## src/rtl/regs_wb_arbiter.sv

```systemverilog
// regs_wb_arbiter
// Shares the register file's single write port between two writeback
// requesters and tracks long-latency destinations in a 32-entry scoreboard.
//   port 0 (wb0_*) : single-cycle EX results
//   port 1 (wb1_*) : long-latency load / mul-div results
// Ports:
//   clk, rst (asynchronous, active low)
//   wb0_valid_i/addr_i/data_i -> wb0_ready_o   EX writeback handshake
//   wb1_valid_i/addr_i/data_i -> wb1_ready_o   long-latency writeback handshake
//   reg_waddr_o/wdata_o/wen_o                  registered register file write port
//   sb_set_i/sb_set_addr_i                     marks a destination busy on issue
//   rs1/rs2/rd_addr_i -> stall_o               RAW/WAW hazard query
//   busy_o                                     scoreboard state
// Optional build macro REGS_WB_ARB_PERF_EN adds conflict_cnt_o and stall_cnt_o,
// saturating 32-bit counters of dual-request cycles and stall cycles.
module regs_wb_arbiter #(
  parameter int AW = 5,
  parameter int DW = 32
) (
  input  logic          clk,
  input  logic          rst,
  input  logic          wb0_valid_i,
  input  logic [AW-1:0] wb0_addr_i,
  input  logic [DW-1:0] wb0_data_i,
  output logic          wb0_ready_o,
  input  logic          wb1_valid_i,
  input  logic [AW-1:0] wb1_addr_i,
  input  logic [DW-1:0] wb1_data_i,
  output logic          wb1_ready_o,
  output logic [AW-1:0] reg_waddr_o,
  output logic [DW-1:0] reg_wdata_o,
  output logic          reg_wen_o,
  input  logic          sb_set_i,
  input  logic [AW-1:0] sb_set_addr_i,
  input  logic [AW-1:0] rs1_addr_i,
  input  logic [AW-1:0] rs2_addr_i,
  input  logic [AW-1:0] rd_addr_i,
  output logic          stall_o,
  output logic [31:0]   busy_o
`ifdef REGS_WB_ARB_PERF_EN
  ,
  output logic [31:0]   conflict_cnt_o,
  output logic [31:0]   stall_cnt_o
`endif
);

  // last_grant_q holds the index of the port that most recently transferred.
  logic          last_grant_q, last_grant_d;
  logic          wen_q, wen_d;
  logic [AW-1:0] waddr_q, waddr_d;
  logic [DW-1:0] wdata_q, wdata_d;
  logic [31:0]   busy_q, busy_d;
  logic          xfer0_s, xfer1_s;
  logic          stall_s;

  // Round-robin grant: a lone requester always wins; on a conflict the port
  // that did not win last time is granted.
  always_comb begin
    wb0_ready_o = wb0_valid_i & (~wb1_valid_i | last_grant_q);
    wb1_ready_o = wb1_valid_i & (~wb0_valid_i | ~last_grant_q);
    xfer0_s     = wb0_valid_i & wb0_ready_o;
    xfer1_s     = wb1_valid_i & wb1_ready_o;
  end

  // Hazard check against the registered scoreboard; x0 never matches.
  always_comb begin
    stall_s = ((rs1_addr_i != {AW{1'b0}}) & busy_q[rs1_addr_i]) |
              ((rs2_addr_i != {AW{1'b0}}) & busy_q[rs2_addr_i]) |
              ((rd_addr_i  != {AW{1'b0}}) & busy_q[rd_addr_i]);
  end

  // Next-state for grant pointer, write port register and scoreboard.
  always_comb begin
    last_grant_d = last_grant_q;
    wen_d        = 1'b0;
    waddr_d      = waddr_q;
    wdata_d      = wdata_q;
    busy_d       = busy_q;
    if (xfer1_s) begin
      last_grant_d = 1'b1;
      wen_d        = (wb1_addr_i != {AW{1'b0}});
      waddr_d      = wb1_addr_i;
      wdata_d      = wb1_data_i;
      if (wb1_addr_i != {AW{1'b0}}) begin
        busy_d[wb1_addr_i] = 1'b0;
      end else begin
        busy_d = busy_d;
      end
    end else if (xfer0_s) begin
      last_grant_d = 1'b0;
      wen_d        = (wb0_addr_i != {AW{1'b0}});
      waddr_d      = wb0_addr_i;
      wdata_d      = wb0_data_i;
    end else begin
      last_grant_d = last_grant_q;
    end
    // Applied after the clear so a same-cycle issue to the same register wins.
    if (sb_set_i && (sb_set_addr_i != {AW{1'b0}})) begin
      busy_d[sb_set_addr_i] = 1'b1;
    end else begin
      busy_d = busy_d;
    end
  end

  // State registers; reset drops any pending write and empties the scoreboard.
  always_ff @(posedge clk or negedge rst) begin
    if (!rst) begin
      last_grant_q <= 1'b1;
      wen_q        <= 1'b0;
      waddr_q      <= {AW{1'b0}};
      wdata_q      <= {DW{1'b0}};
      busy_q       <= 32'h0000_0000;
    end else begin
      last_grant_q <= last_grant_d;
      wen_q        <= wen_d;
      waddr_q      <= waddr_d;
      wdata_q      <= wdata_d;
      busy_q       <= busy_d;
    end
  end

  assign reg_wen_o   = wen_q;
  assign reg_waddr_o = waddr_q;
  assign reg_wdata_o = wdata_q;
  assign busy_o      = busy_q;
  assign stall_o     = stall_s;

`ifdef REGS_WB_ARB_PERF_EN
  logic [31:0] conflict_cnt_q, conflict_cnt_d;
  logic [31:0] stall_cnt_q, stall_cnt_d;

  // Saturating performance counters.
  always_comb begin
    conflict_cnt_d = conflict_cnt_q;
    stall_cnt_d    = stall_cnt_q;
    if (wb0_valid_i && wb1_valid_i && (conflict_cnt_q != 32'hFFFF_FFFF)) begin
      conflict_cnt_d = conflict_cnt_q + 32'd1;
    end else begin
      conflict_cnt_d = conflict_cnt_q;
    end
    if (stall_s && (stall_cnt_q != 32'hFFFF_FFFF)) begin
      stall_cnt_d = stall_cnt_q + 32'd1;
    end else begin
      stall_cnt_d = stall_cnt_q;
    end
  end

  // Counter registers.
  always_ff @(posedge clk or negedge rst) begin
    if (!rst) begin
      conflict_cnt_q <= 32'h0000_0000;
      stall_cnt_q    <= 32'h0000_0000;
    end else begin
      conflict_cnt_q <= conflict_cnt_d;
      stall_cnt_q    <= stall_cnt_d;
    end
  end

  assign conflict_cnt_o = conflict_cnt_q;
  assign stall_cnt_o    = stall_cnt_q;
`endif

endmodule

```

## config.mk

```make
export PLATFORM = sky130hd
export DESIGN_NAME = regs_wb_arbiter
export DESIGN_NICKNAME = d
export VERILOG_FILES = /design/src/rtl/regs_wb_arbiter.sv
export SDC_FILE = /design/constraint.sdc
export NUM_CORES = 1
export LEC_CHECK = 0
export CAP_MARGIN = 20
export CORE_MARGIN = 2
export CORE_UTILIZATION = 34
export CTS_CLUSTER_DIAMETER = 40
export DETAILED_ROUTE_END_ITERATION = 7
export PLACE_DENSITY = 0.67
export REMOVE_ABC_BUFFERS = 1
export SLEW_MARGIN = 40
export SYNTH_ARGS = -nofsm -noshare
export SYNTH_HDL_FRONTEND = slang
export SYNTH_SLANG_ARGS = --single-unit
```

## constraint.sdc

```tcl
create_clock -name clk -period 2.26 [get_ports clk]
set_input_delay 0.339 -clock clk [delete_from_list [all_inputs] [get_ports clk]]
set_output_delay 0.339 -clock clk [all_outputs]
set_load 0.05 [all_outputs]
```

==> qor.txt, run 1 <==
clock period minus worst slack: 2610 ps
outcome: complete, but fails checks
RSZ-0062 raised after global routing: yes
Main synth FF type: sky130_fd_sc_hd__dfrtp_1
flops & latches, synth: 71
antenna diode instance count: 0
required time of the worst setup path: 1920 ps
standard cell core area: 11400 µm²
global-route wire length before repair: 24700 µm
overall track demand over capacity in global routing: 25.3%
Die X-Extent: 112 µm
share of the clock period used by the worst path: 116%
I/O pin total: 172
total of max-cap violations: 0
Site Rows: 39
Post-layout nets: 734
gp weighted congestion: 0.856
post-detailed-placement half-perimeter wirelength: 12000 µm
reg-to-reg endpoint: busy_o[14]
cell type with the highest aggregate area in the netlist: sky130_fd_sc_hd__dfrtp_1
share of final-layout standard cells stronger than drive strength 1: 21.3%
H-tree depth: 3
Clock transition at path regs: 50 ps
Unique masters post-synth: 40
number of enable-type register cells in the synthesized netlist: 0
async set-reset flop share out of synthesis: 100%
nature of the critical path startpoint: flop
maximum root-to-sink buffer count: 2
max-slew violation count: 0
signed area change from the synthesized netlist to the final layout: 68.3%
overall die area: 12400 µm²
peak fanout along the critical path: 5
Syn Inst Count: 408
DRT antenna net count: 0
post-route setup slack: -352 ps
top post-synthesis cells by count: sky130_fd_sc_hd__nor2_1, sky130_fd_sc_hd__dfrtp_1, sky130_fd_sc_hd__o21ai_0
Routed WL per cell: 20.0 µm
class of the worst hold path: input port to async pin
number of remaining DRC errors: 0
insertion delay to the later sink of the worst-skew pair: 330 ps
per-cell via count in the routed design: 5.44
cell types occupying the most area after synthesis: sky130_fd_sc_hd__dfrtp_1, sky130_fd_sc_hd__o21ai_0, sky130_fd_sc_hd__nor2_1, sky130_fd_sc_hd__o22ai_1, sky130_fd_sc_hd__mux4_2
number of hold violations in the final report: 0
number of vias in the routed layout: 4257
Worst Clk Skew: 7.86 ps
Max Fclk: 383 MHz
pin count of the biggest net entering global routing: 72
global-route congestion overflow total: 0
initial antenna violation count: 0
slack of the worst reg-to-reg path: 550 ps
drt initial violations: 278
CTS tree: done
startpoint of the lowest-slack register-to-register path: last_grant_q
number of I/O port buffers: 171
source of the critical timing path: busy_o[14]
critical path data arrival time: 2270 ps
Clock Tree Root: sky130_fd_sc_hd__clkbuf_16
Reg2Reg Depth: 5
Crit. End Element: primary output
failing checks: negative setup slack
drt first pass iters: 6
Finish-stage setup viols: 1
Starting Density: 34.6%
drt total wl: 15600 µm
Post-CTS Hold Fix Bufs: 0
Post-Synthesis Mean Instance Area: 9.63 µm²
leakage power: 0.00273 µW
die boundary height: 112 µm
worst setup path class: flop to primary output
via count of the first global-routing pass: 4545
YS warnings: 0
Pwr per Cell Area: 906 nW/µm²
Hold WS: 23.9 ps
area share of the leading cell type in the synthesized netlist: 44.6%
cell area after synthesis: 3930 µm²
part of the Yosys area used for sequential elements: 45.2%
cell count after placement: 756
clock buffers created by TritonCTS: 9
Layout Cells excl Fill: 783
maximum ir drop on the vdd rail: 0.624 mV
slew at the pin closest to its max-slew limit: 583 ps
headroom to the max-slew limit: 61.0%
most numerous cell in the Yosys netlist: sky130_fd_sc_hd__nor2_1
Sinks on Clock Net: 71
[report_power, final]
part	switching, µW	leakage [µW]	internal [µW]
Clock	531	0.000158	1020
Sequential	230	0.000819	1510
Combinational	1530	0.00175	1170
Total	2290	0.00273	3700
[per-stage QoR]
stage                     total power [µW]  utilization (%)  setup WS [ps]  TNS, ps  area, µm²
final                                 5990             58.2           -352     -352       6610
after detailed placement              4350             54.2           -687     -687       6160
after global routing                  6260             58.2           -418     -418       6610
after floorplan                       3040                -           -706    -1680       3810
after global placement                4320             54.2           -682     -682       6160
after CTS                             5970             57.6           -419     -419       6550
[metal layers]
| layer | track usage, % | up-vias | routed length, µm |
|---|---|---|---|
| met1 | 31.9 | 2074 | 6520 |
| met3 | 7.84 | 10 | 1380 |
| met2 | 42.5 | 209 | 7600 |
| li1 | - | 1964 | - |
| met5 | 0 | - | 0 |
| met4 | 6.75 | 0 | 140 |
[cell families after synthesis]
group                  Yosys count  share of synthesized area [%]
AND/OR/NAND/NOR                138                           16.9
flip-flops                      71                           45.2
multiplexers                    39                           15.4
AO/OA/AOI/OAI                  125                           18.4
buffers and inverters           35                           3.98
[worst max path at each step]
stage,to,slack [ps],cells past startpoint
global route,stall_o,-420,6
global placement,stall_o,-680,7
finish,stall_o,-350,6
CTS,stall_o,-420,6
detailed placement,stall_o,-690,7
floorplan,wb0_ready_o,-710,2
[layout by cell type (no fill, tap or decap), drive strengths merged, types with 2 or more instances in the layout]
master         netlist  routed
nand3               10      10
dfrtp               70      70
or2                  2       2
nand3b              12      12
clkinvlp             0       2
nor2b                4       4
a31oi                6       6
nand4b               4       4
dlygate4sd2          0       4
buf                  9      75
nand2                9       9
nor2                81      81
a221oi               2       2
o22ai               41      41
or4                  3       3
o21ai               64      64
clkdlybuf4s50        0     158
clkbuf              17      12
mux2                11      11
or3b                 4       4
inv                  9       9
a21oi                4       4
mux4                14      14
clkdlybuf4s15        0       3
or3                  5       5
bufinv               0       2
mux2i               14      14
[repair_timing]
action / 4_1_cts / 5_1_grt
setup endpoints to repair: 1 / 1
buffers inserted: 6 / 5
resized for setup: 21 / 11
pin swaps: 5 / 2
hold endpoints to repair: 0 / 0
[sequential cells by signal, indices dropped and copies added (netlist names)]
name,flops
busy_o,32
reg_waddr_o,5
reg_wen_o,1
reg_wdata_o,32
last_grant_q,1
[critical path, cell delays in order (launching register included)]
cell                        delay (ps)
sky130_fd_sc_hd__dfrtp_2           450
sky130_fd_sc_hd__mux4_1            500
sky130_fd_sc_hd__a2bb2oi_1         150
sky130_fd_sc_hd__nand4b_1          100
sky130_fd_sc_hd__nand3_1            80
sky130_fd_sc_hd__or4_4             500
sky130_fd_sc_hd__buf_8             170
[cell type report]
type / instances / area, µm²
clock buffer: 11 / 253
tap: 143 / 179
fill: 1034 / 4760
multi-input combinational: 302 / 2020
clock inverter: 5 / 80.1
inverter: 9 / 33.8
timing repair buffer: 242 / 2270
sequential: 71 / 1780
Note: power is estimated with default switching activity, not from simulation.
==> run 2, diff against run 1 <==
- CORE_MARGIN: 2 -> unset
==> run 2 against run 1 <==
Net effect:
- the run still ends with negative setup slack left
- first-iteration DRC count fell by 17%
- global-route usage about the same
- setup slack lost 22 ps
- power shrank 2.0%
- fmax shrank 0.82%
- critical path depth unchanged
- clock skew fell by 3.2 ps
- sequential power hardly changed
- sequential share of layout area grew 0.27 points
- cell area fell by 1.2%
- final cell count decreased by 1.8%
- highest routed layer unchanged
==> qor.txt, run 2 (synthesis results as in run 1) <==
die boundary height: 110 µm
clock buffers created by TritonCTS: 9
nature of the critical path startpoint: flop
Routed WL per cell: 18.9 µm
worst setup path class: flop to primary output
Sinks on Clock Net: 71
Pwr per Cell Area: 898 nW/µm²
RSZ-0062 raised after global routing: yes
Max Fclk: 380 MHz
drt initial violations: 230
worst-path cell with the longest stage delay: sky130_fd_sc_hd__or4_4
drt total wl: 14500 µm
headroom to the max-slew limit: 62.6%
Starting Density: 35.6%
global-route wire length before repair: 22900 µm
most frequent cells in the layout: sky130_fd_sc_hd__clkdlybuf4s50_1, sky130_fd_sc_hd__nor2_1, sky130_fd_sc_hd__dfrtp_1
pin count of the biggest net entering global routing: 72
final core utilization: 59.2%
share of final-layout standard cells stronger than drive strength 1: 18.8%
class of the worst hold path: input port to async pin
overall track demand over capacity in global routing: 25.4%
peak fanout along the critical path: 4
outcome: complete, but fails checks
critical path data arrival time: 2300 ps
critical path cell sequence: mux4_2 -> o22ai_2 -> a311o_1 -> nand3_2 -> or4_4 -> buf_8
I/O pin total: 172
leakage power: 0.00269 µW
Die X-Extent: 110 µm
number of remaining DRC errors: 0
maximum ir drop on the vdd rail: 0.433 mV
number of hold violations in the final report: 0
overall die area: 12000 µm²
via count of the first global-routing pass: 4448
signed area change from the synthesized netlist to the final layout: 66.3%
drt first pass iters: 5
post-detailed-placement half-perimeter wirelength: 11000 µm
number of I/O port buffers: 171
number of vias in the routed layout: 4257
Post-layout nets: 723
Crit. End Element: primary output
Layout Cells excl Fill: 769
total of max-cap violations: 0
standard cell core area: 11000 µm²
Post-CTS Hold Fix Bufs: 0
maximum root-to-sink buffer count: 2
share of the clock period used by the worst path: 117%
clock period minus worst slack: 2630 ps
antenna diode instance count: 0
most frequent standard cell in the layout excluding fill and tap cells: sky130_fd_sc_hd__clkdlybuf4s50_1
DRT antenna net count: 0
post-route setup slack: -374 ps
per-cell via count in the routed design: 5.54
gp weighted congestion: 0.901
insertion delay to the later sink of the worst-skew pair: 330 ps
Largest stage delay, worst path: 500 ps
required time of the worst setup path: 1920 ps
Clock transition at path regs: 60 ps
cell count after placement: 745
Worst Clk Skew: 4.66 ps
max-slew violation count: 0
initial antenna violation count: 0
Site Rows: 38
Finish-stage setup viols: 1
failing checks: negative setup slack
global-route congestion overflow total: 0
H-tree depth: 3
slew at the pin closest to its max-slew limit: 560 ps
CTS tree: done
Clock Tree Root: sky130_fd_sc_hd__clkbuf_16
run 2: per-stage QoR:
step           power (µW)  worst slack (ps)  setup TNS [ps]  area (µm²)  hold slack (ps)
4_1_cts              5900              -395            -395        6530             45.7
5_1_grt              6130              -445            -445        6540             57.9
2_1_floorplan        3040              -706           -1680        3810             43.4
3_5_place_dp         4260              -745            -745        6110              397
3_3_place_gp         4240              -740            -740        6110              398
6_report             5870              -374            -374        6540             15.0
run 2: worst paths after layout:
| path | start | end | slack [ps] | cells past startpoint |
|---|---|---|---|---|
| max | busy_o[18] | stall_o | -370 | 6 |
| min | rst | reg_wdata_o[6] | 10 | 2 |
| max reg2reg | last_grant_q | busy_o[30] | 640 | 5 |
| min reg2reg | reg_wdata_o[25] | reg_wdata_o[25] | 520 | 2 |
| max in group asynchronous | rst | last_grant_q | 1880 | 2 |
| min in group clk | reg_wdata_o[25] | reg_wdata_o[25] | 520 | 2 |
run 2: timing repair:
item,CTS,global route
pin swaps,6,4
resized for setup,22,4
setup endpoints to repair,1,1
buffers inserted,8,0
run 2: layer usage:
metal,vias to the layer above,global-route usage [%],part of all wire (%),wire (µm)
li1,1955,-,-,-
met1,2045,30.8,41,5950
met2,234,42.0,47,6840
met3,23,8.65,11,1540
met4,0,8.57,1.4,200
met5,-,0,0,0
run 2: cell type report:
type / instances / area (µm²)
Multi-Input combinational cell: 302 / 2010
Inverter: 9 / 33.8
Fill cell: 986 / 4500
Clock inverter: 5 / 80.1
Timing Repair Buffer: 231 / 2210
Clock buffer: 11 / 253
Sequential cell: 71 / 1780
Tap cell: 140 / 175
run 2: critical path, delay by kind of cell (launching register included):
kind            cells  cell delay (ps)
flops               1              430
compound gates      2              340
buf+inv             1              170
simple gates        2              560
mux                 1              480
run 2: where the power goes:
group | switching (µW) | internal (µW)
Clock | 529 | 1020
Combinational | 1480 | 1100
Sequential | 229 | 1510
Total | 2240 | 3630
==> run 3, diff against run 2 <==
- REMOVE_ABC_BUFFERS: 1 -> unset
==> run 3 against run 2 <==
Net effect:
- the run still ends with negative setup slack left
- core utilization down 0.82 points
- die area unchanged
- final cell count down 0.78%
- global-route usage up 0.32 points
- combinational power down 2%
- worst hold slack better by 370 ps
- power down 4.8%
- clock power down 15%
- sequential power about the same
- critical path depth unchanged
- sequential share of layout area up 0.85 points
- wire length up 0.56%
==> qor.txt, run 3 (synthesis results as in run 1) <==
via count of the first global-routing pass: 4385
H-tree depth: 3
total area of multi-input combinational cells: 2010 µm²
part of the power in combinational logic: 45.0%
maximum ir drop on the vdd rail: 0.565 mV
post-detailed-placement half-perimeter wirelength: 11200 µm
Internal Pwr Total: 3370 µW
Worst Clk Skew: 3.13 ps
peak fanout along the critical path: 2
post-route design area: 6440 µm²
clock period minus worst slack: 2630 ps
Die X-Extent: 110 µm
number of I/O port buffers: 171
share of the clock period used by the worst path: 116%
worst-path cell with the longest stage delay: sky130_fd_sc_hd__or4_4
global-route congestion overflow total: 0
standard cell core area: 11000 µm²
required time of the worst setup path: 1920 ps
Sinks on Clock Net: 71
share of power burned in the clock network: 23.5%
overall die area: 12000 µm²
number of remaining DRC errors: 0
fill cell total of the finished layout: 999
Largest stage delay, worst path: 530 ps
Placement Cell Area: 6080 µm²
leakage power: 0.00260 µW
headroom to the max-slew limit: 61.1%
outcome: complete, but fails checks
slew at the pin closest to its max-slew limit: 581 ps
global-route wire length before repair: 22900 µm
Finish-stage setup viols: 1
maximum root-to-sink buffer count: 2
critical path cell sequence: mux4_2 -> o22ai_2 -> a311o_1 -> nand3_2 -> or4_4 -> buf_8
per-cell via count in the routed design: 5.56
Post-layout nets: 716
RSZ-0062 raised after global routing: yes
drt total wl: 14600 µm
Clock Tree Root: sky130_fd_sc_hd__clkbuf_16
share of final-layout standard cells stronger than drive strength 1: 21.4%
Crit. End Element: primary output
total of max-cap violations: 0
Clock transition at path regs: 50 ps
CTS tree: done
DRT antenna net count: 0
overall track demand over capacity in global routing: 25.7%
failing checks: negative setup slack
most frequent standard cell in the layout excluding fill and tap cells: sky130_fd_sc_hd__clkdlybuf4s50_1
Starting Density: 35.6%
number of hold violations in the final report: 0
Hold WS: 387 ps
Site Rows: 38
final core utilization: 58.4%
fraction of power spent switching nets: 39.6%
critical path data arrival time: 2290 ps
max-slew violation count: 0
Routed WL per cell: 19.2 µm
insertion delay to the later sink of the worst-skew pair: 330 ps
number of nets in the synthesized netlist: 507
Layout Cells excl Fill: 763
pin count of the biggest net entering global routing: 41
post-route setup slack: -366 ps
sw power: 2210 µW
Sequential Area: 1810 µm²
cell family with the largest share of critical-path delay: simple AND/OR/NAND/NOR gates
class of the worst hold path: input port to async pin
die boundary height: 110 µm
worst setup path class: flop to primary output
most frequent cells in the layout: sky130_fd_sc_hd__clkdlybuf4s50_1, sky130_fd_sc_hd__nor2_1, sky130_fd_sc_hd__o21ai_0
nature of the critical path startpoint: flop
drt first pass iters: 4
initial antenna violation count: 0
Pwr per Cell Area: 867 nW/µm²
clock buffers created by TritonCTS: 9
gp weighted congestion: 0.900
Seq pwr share: 31.5%
Max Fclk: 381 MHz
Crit path buffers/inverters: 1
drt initial violations: 257
cell count after placement: 738
number of vias in the routed layout: 4240
I/O pin total: 172
signed area change from the synthesized netlist to the final layout: 64.0%
-- run 3: cell types whose count changed in the layout (fill, tap and decap cells not counted), moves of 2 or more --
| cell | before | now |
|---|---|---|
| sky130_fd_sc_hd__dfrtp_2 | 2 | 26 |
| sky130_fd_sc_hd__clkinv_2 | 1 | 4 |
| sky130_fd_sc_hd__clkinvlp_4 | 2 | 0 |
| sky130_fd_sc_hd__buf_4 | 55 | 50 |
| sky130_fd_sc_hd__buf_6 | 4 | 2 |
| sky130_fd_sc_hd__bufinv_16 | 2 | 0 |
| sky130_fd_sc_hd__dfrtp_1 | 68 | 44 |
-- run 3: worst register-to-register path, cell delays in order, from the launching register on --
cell	delay (ps)
sky130_fd_sc_hd__dfstp_2	600
sky130_fd_sc_hd__a21bo_2	320
sky130_fd_sc_hd__inv_1	130
sky130_fd_sc_hd__nand3b_1	310
sky130_fd_sc_hd__o21ai_0	150
sky130_fd_sc_hd__o21ai_0	110
-- run 3: power groups by stage --
stage               Combinational (µW)  Clock [µW]  Sequential, µW
floorplan                          590           0            2520
global placement                  2430           0            1760
detailed placement                2460           0            1780
CTS                               2520        1340            1760
global route                      2660        1400            1790
finish                            2520        1310            1760
-- run 3: what timing repair did --
item / CTS / global route
pin swaps: 7 / 0
endpoints found under the setup margin: 1 / 1
setup buffers: 7 / 0
hold buffers: 1 / 0
hold endpoints to repair: 6 / 0
gates resized for setup: 20 / 0
-- run 3: final cells by class --
type	instances	area share, %
repair buffers	224	33.1
multi-input cells	302	31.3
flip-flops and latches	71	28.1
clock buffers	12	3.98
well taps	140	2.72
inverters	9	0.524
clock inverters	4	0.311
diodes	1	0.0388
-- run 3: stage by stage --
| stage | worst slack, ps | total power [µW] | setup TNS, ps |
|---|---|---|---|
| after global routing | -453 | 5850 | -453 |
| after CTS | -384 | 5620 | -384 |
| after global placement | -651 | 4200 | -651 |
| after floorplan | 3.80 | 3120 | 0 |
| final | -366 | 5590 | -366 |
| after detailed placement | -687 | 4240 | -687 |
-- run 3: worst paths after layout --
path	from	to	slack, ps	cells past startpoint
max reg2reg	last_grant_q	busy_o[18]	540	5
max	busy_o[22]	stall_o	-370	6
max in group asynchronous	rst	last_grant_q	1240	3
min reg2reg	busy_o[0]	busy_o[0]	420	0
min in group clk	busy_o[0]	busy_o[0]	420	0
min	rst	reg_wdata_o[15]	390	2
-- run 3: routing by layer --
metal  vias to the layer above  track usage [%]  routed length [µm]
met5                         -                0                   0
li1                       1943                -                   -
met2                       201             43.5                7080
met4                         0             7.62                 158
met3                        12             8.42                1420
met1                      2084             31.0                5950
